File: src/rtl/alu_vec_aux.sv
// One lane of a 16-bit vector ALU. Inputs are combined into a result and an {N,Z,C,V}
// flag nibble, and both are registered every cycle. In scalar mode only lane 0 computes.
module alu_vec_aux #(
    parameter int DATA_W = 16
) (
    input  logic                clk,
    input  logic                rst_n,
    input  logic [DATA_W-1:0]   a,
    input  logic [DATA_W-1:0]   b,
    input  logic [2:0]          opcode,
    input  logic                flag_scalar,
    input  logic signed [31:0]  instance_num,
    output logic [DATA_W-1:0]   result,
    output logic [3:0]          flags
);

    typedef enum logic [2:0] {
        OP_ADD = 3'b000,
        OP_SUB = 3'b001,
        OP_MUL = 3'b010,
        OP_AND = 3'b011,
        OP_OR  = 3'b100,
        OP_XOR = 3'b101,
        OP_SLL = 3'b110,
        OP_SRL = 3'b111
    } op_e;

    logic [DATA_W:0]     sum_ext;
    logic [DATA_W:0]     diff_ext;
    logic [2*DATA_W-1:0] prod;
    logic [3:0]          shamt;
    logic                lane_active;
    logic [DATA_W-1:0]   result_d, result_q;
    logic [3:0]          flags_d, flags_q;
    logic [DATA_W-1:0]   res_c;
    logic                c_c, v_c;

    assign sum_ext  = {1'b0, a} + {1'b0, b};
    assign diff_ext = {1'b0, a} - {1'b0, b};
    assign prod     = {{DATA_W{1'b0}}, a} * {{DATA_W{1'b0}}, b};
    assign shamt    = b[3:0];

    // Negative lane numbers never match zero, so they are gated off in scalar mode too.
    assign lane_active = !flag_scalar || (instance_num == 32'sd0);

    always_comb begin
        res_c = '0;
        c_c   = 1'b0;
        v_c   = 1'b0;
        unique case (op_e'(opcode))
            OP_ADD: begin
                res_c = sum_ext[DATA_W-1:0];
                c_c   = sum_ext[DATA_W];
                v_c   = (a[DATA_W-1] == b[DATA_W-1]) && (res_c[DATA_W-1] != a[DATA_W-1]);
            end
            OP_SUB: begin
                res_c = diff_ext[DATA_W-1:0];
                c_c   = !diff_ext[DATA_W];
                v_c   = (a[DATA_W-1] != b[DATA_W-1]) && (res_c[DATA_W-1] != a[DATA_W-1]);
            end
            OP_MUL: begin
                res_c = prod[DATA_W-1:0];
                c_c   = |prod[2*DATA_W-1:DATA_W];
                v_c   = c_c;
            end
            OP_AND: res_c = a & b;
            OP_OR:  res_c = a | b;
            OP_XOR: res_c = a ^ b;
            OP_SLL: res_c = a << shamt;
            OP_SRL: res_c = a >> shamt;
            default: res_c = '0;
        endcase
    end

    always_comb begin
        result_d = '0;
        flags_d  = 4'b0000;
        if (lane_active) begin
            result_d = res_c;
            flags_d  = {res_c[DATA_W-1], (res_c == '0), c_c, v_c};
        end
    end

    // Output register stage
    always_ff @(posedge clk or negedge rst_n) begin
        if (!rst_n) begin
            result_q <= '0;
            flags_q  <= 4'b0000;
        end else begin
            result_q <= result_d;
            flags_q  <= flags_d;
        end
    end

    assign result = result_q;
    assign flags  = flags_q;

endmodule

File: config.mk
export PLATFORM = sky130hd
export DESIGN_NAME = alu_vec_aux
export DESIGN_NICKNAME = d
export VERILOG_FILES = /design/src/rtl/alu_vec_aux.sv
export SDC_FILE = /design/constraint.sdc
export NUM_CORES = 1
export LEC_CHECK = 0
export CORE_MARGIN = 2
export CORE_UTILIZATION = 65
export CTS_CLUSTER_DIAMETER = 30
export DETAILED_ROUTE_END_ITERATION = 6
export DONT_BUFFER_PORTS = 1
export PLACE_DENSITY = 0.8
export SYNTH_ARGS = -nofsm -noshare
export SYNTH_HDL_FRONTEND = slang
export SYNTH_SLANG_ARGS = --single-unit
File: constraint.sdc
create_clock -name clk -period 0.8 [get_ports clk]
set_input_delay 0.12 -clock clk [delete_from_list [all_inputs] [get_ports clk]]
set_output_delay 0.12 -clock clk [all_outputs]
set_load 0.01 [all_outputs]
==> reports/qor.csv, run 1 <==
metric,value,unit
die_h,148,um
synth_edf_count,0,
syn-cell-area,0.0134,mm^2
place_hpwl,42000,um
num_io_pins,90,
place_inst,2227,
cts_root_buf,clkbuf_16,
synth_top_family_by_area,adder cells,
gp_congestion,1.10,
status,aborted with a tool error,
h-tree-depth,1,
ys.flop_type,dfrtp_1,
grt_util_all_layers,78.6,%
avgSynthCellArea,7.86,um^2
die_width,148,um
toolErrorMsg,[ERROR GRT-0232] Routing congestion too high. Check the congestion heatmap in the GUI.,
initial_utilization,66.2,%
synthMuxAreaShare,5.72,%
synthSimpleGateAreaFrac,19.7,%
synth.net_count,2125,
synth-xor-area-share,1.37,%
synth-adder-area-share,43.6,%
synth_compound_area_share,15.5,%
synth.distinct_cells,84,
cts_buffer_depth,2,
synthArstFlopShare,100,%
ys_ff_latch,19,
seq_area_frac_synth,3.55,%
row_count,52,
port-buffer-count,0,
overflow,67,
grt_start_max_net_pins,63,
numCtsBuffers,3,
synthCells,1706,
stop_stage,5_1_grt,
cts_sinks,19,
yosysWarnings,0,
stage by stage:
| stage | TNS [ps] | worst slack (ps) | instance area (um^2) | utilization (%) | hold WS (ps) |
|---|---|---|---|---|---|
| after floorplan | -67920 | -5060 | 13900 | - | -176 |
| after global placement | -72190 | -5100 | 16300 | 80.6 | -175 |
| after detailed placement | -73880 | -5190 | 16300 | 80.6 | -175 |
| after CTS | -71230 | -4630 | 17700 | 87.6 | 66.5 |
synthesized netlist by cell type (15+ instances only):
cell type / n / share of area, %
ha_1: 153 / 14
or3_1: 15 / 0.70
o21ai_0: 63 / 2.4
nor4_1: 21 / 0.98
nand4_1: 15 / 0.70
nand2_1: 201 / 5.6
nor2_1: 202 / 5.7
dfrtp_1: 19 / 3.5
nor3_1: 31 / 1.2
a21oi_1: 85 / 3.2
a211oi_1: 17 / 0.95
inv_1: 247 / 6.9
fa_1: 196 / 29
nand3_1: 20 / 0.75
clkbuf_1: 83 / 2.3
mux2i_1: 20 / 1.5
mux4_2: 18 / 3.0
repair_timing:
item	4_1_cts
pin swaps	108
cloned	1
endpoints found under the hold margin	19
setup endpoints to repair	26
gates resized for setup	250
setup buffers	28
hold buffers	1
layer usage:
layer	track usage, %	GRT overflow
met4	75.8	31
met2	92.9	29
met1	77.4	4
met5	49.1	2
met3	67.2	1
logic make-up after synthesis:
kind of cell,after synthesis
and+or+nand+nor,581
buffers and inverters,371
adders and majority gates,349
AOI/OAI and AO/OA,313
muxes,52
xor gates and xnor gates,21
DFF,19
==> run 2: changes to the inputs <==
--- a/config.mk
+++ b/config.mk
@@ -6,11 +6,10 @@
 export NUM_CORES = 1
 export LEC_CHECK = 0
 export CORE_MARGIN = 2
-export CORE_UTILIZATION = 65
-export CTS_CLUSTER_DIAMETER = 30
+export CORE_UTILIZATION = 40
 export DETAILED_ROUTE_END_ITERATION = 6
 export DONT_BUFFER_PORTS = 1
-export PLACE_DENSITY = 0.8
+export PLACE_DENSITY_LB_ADDON = 0.15
 export SYNTH_ARGS = -nofsm -noshare
 export SYNTH_HDL_FRONTEND = slang
 export SYNTH_SLANG_ARGS = --single-unit
==> reports/qor.csv, run 2 <==
metric,value,unit,change
hold_violations,19,,
port-buffer-count,0,,unchanged
clock.fmax,183,MHz,
numCtsBuffers,3,,unchanged
crit_path_start_kind,input port,,
fin_crit,5460,ps,
synth_edf_count,0,,unchanged
setup_viol,26,,
synth.distinct_cells,84,,unchanged
syn_to_final_growth,33.4,%,
row_count,67,,+29%
finalHoldWorstSlack,-148,ps,
nets,2406,,
met3_usage,3.00,%,
grt_pass1_wl,83400,um,
yosys.area.top_type,fa_1,,
ys.flop_type,dfrtp_1,,
ys_top_cells_by_area,"fa_1, ha_1, inv_1",,
cts_buffer_depth,2,,unchanged
coreArea,0.0333,mm^2,
place_hpwl,42900,um,+2.3%
synth.net_count,2125,,unchanged
h-tree-depth,1,,unchanged
busiest_layer,met2,,
hold_buffers,1,,unchanged
cap_viol_max_count,0,,
cts_root_buf,clkbuf_16,,
tns,-64450,ps,
ys_ff_latch,19,,unchanged
synthArstFlopShare,100,%,unchanged
worstSetupPathType,in -> reg,,
initial_utilization,40.3,%,-26 points
largest_register_ffs,15,,
worstMarginPinSlew,1130,ps,
clk_pin_slew,70,ps,
grt_pass1_vias,14100,,
grt_use_met1,43.0,%,
vias,13800,,
ant_nets,0,,
avgSynthCellArea,7.86,um^2,unchanged
overflow,0,,
cts_tree,built,,
slew_violations,0,,
seq_area_frac_synth,3.55,%,unchanged
dieArea,0.0350,mm^2,
antenna_found_initial,0,,
syn-cell-area,0.0134,mm^2,unchanged
status,finished with violations,,
yosysMostFrequentCell,inv_1,,
synthCells,1706,,unchanged
wire_per_inst,21.8,um,
drive_gt1_share,31.2,%,
grt_start_max_net_pins,63,,
final_cell_mix,"buf_4, inv_1, nand2_1",,
wl,53200,um,
drt_iter0_drc,1086,,
vias_per_cell,5.66,,
final_common_cell,buf_4,,
path_max_fanout,19,,
first_pass_iters,5,,
hp-class,in -> async,,
die_width,187,um,+27%
fin_crit_sh,682,%,
rsz0062_at_grt,true,,
ys_top_cells_by_count,"inv_1, nor2_1, nand2_1, fa_1, ha_1",,
violations,"negative hold slack, negative setup slack",,
use_met2,49.8,%,
end_kind,register,,
relSlewSlack,24.0,%,
crit_required,1000,ps,
diodes,0,,
yosys.area.top_type_share,29.3,%,unchanged
cts_sinks,19,,unchanged
drc,0,,
gp_congestion,0.960,,-13%
die_h,187,um,+27%
yosysWarnings,0,,unchanged
num_io_pins,90,,unchanged
grt_util_all_layers,30.7,%,
setup_slack,-4660,ps,
crit_arrival,5650,ps,
==> run 2: cell counts after synthesis <==
No cell type changed its count.
==> run 2: metrics by stage <==
stage	util, %	std cells	setup WS [ps]	cell area, um^2	hold slack, ps
floorplan	-	1706	-5060	13900	-176
global placement	49.7	2408	-5230	16500	-175
detailed placement	49.7	2408	-5220	16500	-175
CTS	52.5	2429	-4640	17500	98.7
global route	53.7	2434	-4850	17900	-121
finish	53.7	2434	-4660	17900	-148
==> run 2: worst max path at each step <==
stage               start                  to  slack (ps)  depth (start not counted)
floorplan            b[1]  flags[0]$_DFF_PN0_       -5060                         25
global placement     b[5]  flags[0]$_DFF_PN0_       -5230                         23
detailed placement   b[9]  flags[1]$_DFF_PN0_       -5220                         24
CTS                  b[7]  flags[1]$_DFF_PN0_       -4640                         25
global route        a[12]  flags[0]$_DFF_PN0_       -4850                         22
finish              a[12]  flags[0]$_DFF_PN0_       -4660                         22
==> run 2: per-layer routing <==
layer,part of all wire [%],vias to the layer above
li1,-,6264
met4,4.0,0
met5,0,-
met2,47,558
met3,6.6,115
met1,43,6836
==> run 2: what timing repair did <==
item / 4_1_cts / 5_1_grt
gates resized for setup: 163 / 85
gates cloned: 1 / 0
pin swaps: 68 / 36
setup buffers: 15 / 7
hold endpoints to repair: 19 / 19
setup endpoints to repair: 28 / 56
==> run 2: worst max-delay path, cell delays in order <==
cell and delay [ps]:
nand2_1 60, fa_1 560, inv_1 70, fa_1 500, inv_1 60, fa_1 480, fa_1 560, fa_1 420
fa_1 490, inv_1 40, ha_1 310, buf_6 160, nand2_1 100, o21ai_2 80, a221o_1 410, buf_4 160
or4_4 410, mux2i_2 220, a2111oi_4 70, nand4_1 170, nor3_4 60, a21oi_1 130
==> run 2: cell families (layout without fill, tap and decap cells) <==
| logic type | count (synthesis) | after routing | share of synthesized area [%] |
|---|---|---|---|
| muxes | 52 | 52 | 5.72 |
| and+or+nand+nor | 581 | 581 | 19.7 |
| adders and majority gates | 349 | 349 | 43.6 |
| DFF | 19 | 19 | 3.55 |
| buffers and inverters | 371 | 651 | 10.7 |
| xor gates and xnor gates | 21 | 21 | 1.37 |
| AOI/OAI and AO/OA | 313 | 313 | 15.5 |
==> run 2: area by class of cell <==
type | count | area [um^2]
Timing Repair Buffer | 380 | 3010
Tap cell | 448 | 561
Multi-Input combinational cell | 1316 | 12700
Clock inverter | 1 | 5.00
Inverter | 267 | 1090
Clock buffer | 3 | 75.1
Fill cell | 3198 | 15400
Sequential cell | 19 | 479
Power of run 2 is not shown: default switching activity piles up to over one toggle a cycle in this logic, so the estimate is an artifact.
==> run 3: changes to the inputs <==
--- a/config.mk
+++ b/config.mk
@@ -7,9 +7,10 @@
 export LEC_CHECK = 0
 export CORE_MARGIN = 2
 export CORE_UTILIZATION = 40
+export CTS_CLUSTER_DIAMETER = 30
 export DETAILED_ROUTE_END_ITERATION = 6
 export DONT_BUFFER_PORTS = 1
-export PLACE_DENSITY_LB_ADDON = 0.15
+export SKIP_CTS_REPAIR_TIMING = 1
 export SYNTH_ARGS = -nofsm -noshare
 export SYNTH_HDL_FRONTEND = slang
 export SYNTH_SLANG_ARGS = --single-unit
==> reports/qor.csv, run 3 (synthesis results as in run 2) <==
metric,value,unit,change
status,finished with violations,,
violations,"design-rule violations, negative setup slack",,
overflow,0,,unchanged
crit_chain,ha_4 > fa_1 > inv_2 > fa_1 > inv_1 > fa_1 > ha_4 > fa_1 > inv_2 > fa_2 > inv_2 > ha_4 > and2_4 > a221o_1 > a21oi_4 > a21oi_2 > or4bb_1 > a221oi_2 > nand4_1 > nor3_2 > a21oi_1,,
cp-startpoint,a[5],,
die_width,187,um,unchanged
worstMarginPinSlew,822,ps,-304 ps
cts_root_buf,clkbuf_16,,
port-buffer-count,0,,unchanged
critPathSlowestCell,fa_2,,
final_cell_mix,"buf_4, inv_1, nand2_1",,
drc,1,,+1
fin_cells,2429,,-0.21%
cts_sinks,19,,unchanged
nets,2401,,-0.21%
hp-start,opcode[1],,
wl,53800,um,+1.2%
gp_congestion,0.994,,+3.5%
power.leakage,8.21,nW,
path_max_fanout,21,,+2
first_pass_iters,7,,+2
cts_tree,built,,
clock.fmax,178,MHz,-2.7%
seq_area,478,um^2,-0.26%
hp-class,in -> reg,,
wire_per_inst,22.2,um,+1.5%
row_count,67,,unchanged
dieArea,0.0350,mm^2,unchanged
path_depth,21,,-4.5%
place_inst,2401,,-0.29%
fin_crit_sh,701,%,+19 points
cp_top_family,adder cells,,
grt_start_max_net_pins,63,,unchanged
power,94.3,mW,
coreArea,0.0333,mm^2,unchanged
h-tree-depth,1,,unchanged
setup_viol,27,,+3.8%
initial_utilization,40.3,%,unchanged
relSlewSlack,44.5,%,+21 points
drt_iter0_drc,1320,,+22%
grt_pass1_vias,14100,,-0.42%
slew_violations,0,,unchanged
crit_top_cell,fa_1,,
route.met3.wl,4680,um,+34%
syn_to_final_growth,34.1,%,
end_kind,register,,
path_buf_inv,4,,-1
numCtsBuffers,3,,unchanged
met2WireLength,24600,um,-0.93%
n_fill_cell,3136,,-1.9%
ir_worst_vdd,7410,uV,
grt_pass1_wl,81900,um,-1.8%
multi_input_area,0.0128,mm^2,+0.81%
largest_register_ffs,15,,unchanged
grt_util_all_layers,30.1,%,-0.69 points
crit_arrival,5760,ps,+110 ps
worstSetupPathType,in -> reg,,
max_stage_delay,570,ps,about the same
crit_path_start_kind,input port,,
final_common_cell,buf_4,,
vias,14000,,+1.3%
cap_viol_max_count,0,,unchanged
diodes,0,,unchanged
top_layer,met4,,
power_density,5240,mW/mm^2,
drive_gt1_share,32.2,%,+0.99 points
ant_nets,0,,unchanged
wl_met1,21800,um,-3.9%
die_h,187,um,unchanged
clk_pin_slew,80,ps,about the same
crit_required,960,ps,-40 ps
hold_violations,0,,-19
num_io_pins,90,,unchanged
setup_slack,-4810,ps,-152 ps
crit_path_end,flags[1]$_DFF_PN0_,,
rsz0062_at_grt,true,,
cts_buffer_depth,2,,unchanged
fin_crit,5610,ps,+152 ps
vias_per_cell,5.74,,+1.5%
antenna_found_initial,0,,unchanged
place_hpwl,43200,um,+0.60%
run 3: per-layer routing:
layer  GRT usage (%)  vias up
met5               0        -
met4            12.3        0
met3            5.18      164
met2            47.1      681
met1            41.1     6873
li1                -     6233
run 3: through the flow:
stage | hold WS (ps) | worst slack [ps] | utilization, % | setup TNS (ps) | area (um^2)
finish | 74.3 | -4810 | 54.0 | -65590 | 18000
global route | 112 | -5060 | 54.0 | -68340 | 18000
CTS | -465 | -5260 | 49.8 | -69910 | 16600
detailed placement | -175 | -5510 | 49.6 | -74620 | 16500
global placement | -175 | -5560 | 49.6 | -74300 | 16500
floorplan | -176 | -5060 | - | -67920 | 13900
run 3: worst min-delay path by stage:
stage	depth (start not counted)	slack [ps]	endpoint
2_1_floorplan	0	-180	flags[0]$_DFF_PN0_
3_3_place_gp	0	-180	result[4]$_DFF_PN0_
3_5_place_dp	0	-180	result[5]$_DFF_PN0_
4_1_cts	0	-470	result[13]$_DFF_PN0_
5_1_grt	2	110	flags[0]$_DFF_PN0_
6_report	2	70	flags[0]$_DFF_PN0_
run 3: area by class of cell:
type | count | area share, %
Clock inverter | 1 | 0.0278
Sequential cell | 19 | 2.66
Multi-Input combinational cell | 1316 | 71.0
Tap cell | 448 | 3.12
Inverter | 267 | 6.03
Clock buffer | 3 | 0.418
Timing Repair Buffer | 375 | 16.8
run 3: power breakdown:
group / switching [mW] / internal, mW / total [mW] / leakage, nW
logic: 47.6 / 44.3 / 91.9 / 7.92
clock network: 0.477 / 0.676 / 1.15 / 0.0409
registers: 0.158 / 1.11 / 1.27 / 0.247
No activity file was read; power rests on OpenSTA's default activity.
==> run 4: changes to the inputs <==
--- a/config.mk
+++ b/config.mk
@@ -5,9 +5,12 @@
 export SDC_FILE = /design/constraint.sdc
 export NUM_CORES = 1
 export LEC_CHECK = 0
+export ABC_CLOCK_PERIOD_IN_PS = 800
+export CORE_ASPECT_RATIO = 1.5
 export CORE_MARGIN = 2
 export CORE_UTILIZATION = 40
 export CTS_CLUSTER_DIAMETER = 30
+export CTS_CLUSTER_SIZE = 20
 export DETAILED_ROUTE_END_ITERATION = 6
 export DONT_BUFFER_PORTS = 1
 export SKIP_CTS_REPAIR_TIMING = 1
==> reports/qor.csv, run 4 (synthesis results as in run 2) <==
metric,value,unit,change
cts_root_buf,clkbuf_16,,
numCtsBuffers,3,,unchanged
initial_utilization,40.3,%,+0.047 points
gp_congestion,1.03,,+3.1%
power_density,5190,mW/mm^2,-1.0%
first_pass_iters,5,,-2
place_ws,-5410,ps,+95.7 ps
crit_arrival,5840,ps,+80 ps
ant_nets,0,,unchanged
path_max_fanout,18,,-14%
port-buffer-count,0,,unchanged
clk_pin_slew,80,ps,about the same
setup_slack,-4880,ps,-76.3 ps
fin_crit_sh,710,%,+9.5 points
fin_cells,2434,,+0.21%
row_count,82,,+22%
ir_worst_vdd,5250,uV,-29%
die_h,228,um,+22%
power.leakage,8.37,nW,+2.0%
diodes,0,,unchanged
wl,56900,um,+5.7%
syn_to_final_growth,35.2,%,
status,finished with violations,,
final_util,54.5,%,+0.48 points
setup_viol,24,,-11%
grt_pass1_wl,86600,um,+5.7%
final_common_cell,buf_4,,
nets,2434,,+1.4%
rsz0062_at_grt,true,,
grt_util_all_layers,32.2,%,+2.1 points
place_hpwl,46800,um,+8.3%
hp-class,in -> reg,,
final_cell_area,0.0181,mm^2,+0.77%
cts_sinks,19,,unchanged
dieArea,0.0350,mm^2,about the same
clock.fmax,176,MHz,-1.3%
finalHoldWorstSlack,141,ps,+66.4 ps
vias,14100,,+1.1%
h-tree-depth,1,,unchanged
cts_tree,built,,
largest_register_ffs,15,,unchanged
grt_pass1_vias,15000,,+6.5%
overflow,0,,unchanged
wire_per_inst,23.4,um,+5.5%
drc,0,,-1
coreArea,0.0332,mm^2,-0.12%
end_kind,register,,
relSlewSlack,24.9,%,-20 points
antenna_found_initial,0,,unchanged
violations,negative setup slack,,
crit_required,950,ps,about the same
vias_per_cell,5.80,,+0.93%
hold_violations,0,,unchanged
worstSetupPathType,in -> reg,,
num_io_pins,90,,unchanged
cts_buffer_depth,2,,unchanged
place_inst,2404,,+0.12%
fin_crit,5680,ps,+76.3 ps
final_cell_mix,"buf_4, inv_1, nand2_1",,
die_width,153,um,-18%
drt_iter0_drc,861,,-35%
worstMarginPinSlew,1110,ps,+293 ps
crit_path_start_kind,input port,,
cap_viol_max_count,0,,unchanged
slew_violations,0,,unchanged
postPlaceCellArea,0.0167,mm^2,+1.2%
drive_gt1_share,32.4,%,+0.27 points
grt_start_max_net_pins,63,,unchanged
[run 4: changes by cell type in the layout (fill, tap and decap cells not counted), moves of 5 or more]
cell     previous run  this run
nor2_2             22        11
o21ai_1            14         7
nor2_1            168       184
buf_4             343       377
nor2_4             12         7
[run 4: final timing paths]
path                       startpoint              endpoint  slack, ps  cells past startpoint
min in group asynchronous       rst_n  result[12]$_DFF_PN0_        280                      2
max in group asynchronous       rst_n    flags[3]$_DFF_PN0_        350                      2
setup / recovery                 a[9]    flags[0]$_DFF_PN0_      -4880                     23
hold / removal              opcode[0]   result[7]$_DFF_PN0_        140                      3
[run 4: final cells by class]
cell class              instances  area (um^2)
multi-input cells            1316        12700
repair buffers                408         3210
clock inverters                 1         5.00
clock buffers                   3         75.1
well taps                     420          526
inverters                     267         1080
fillers                      3178        15100
flip-flops and latches         19          478
[run 4: metal layers]
metal / wire (um) / vias up / global-route usage (%)
met5: 0 / - / 0
met4: 5910 / 0 / 25.2
met3: 3380 / 256 / 3.57
met2: 28800 / 619 / 56.7
met1: 18800 / 6932 / 34.8
li1: - / 6303 / -
[run 4: worst max-delay path, stage by stage]
cell        delay (ps)
clkinvlp_4         140
nor2_1              90
fa_1               540
inv_1               60
fa_1               520
inv_1               50
fa_1               500
fa_1               440
fa_1               540
inv_1               60
fa_1               480
inv_1               60
ha_4               320
nand2_2             90
o21ai_4            160
buf_4              140
nor2_1              40
o211a_1            110
a2111o_1           430
a2111oi_2          350
nand4_1            180
nor3_2             280
a21oi_1            100
[run 4: where the power goes]
part / switching, mW / internal (mW)
Clock: 0.502 / 0.676
Combinational: 47.9 / 43.6
Sequential: 0.161 / 1.11
Total: 48.6 / 45.4
[run 4: stage by stage]
step	power [mW]	setup TNS, ps
global placement	74.4	-76930
CTS	76.6	-72730
detailed placement	75.0	-77440
finish	94.0	-69210
floorplan	47.3	-67920
global route	100	-71730
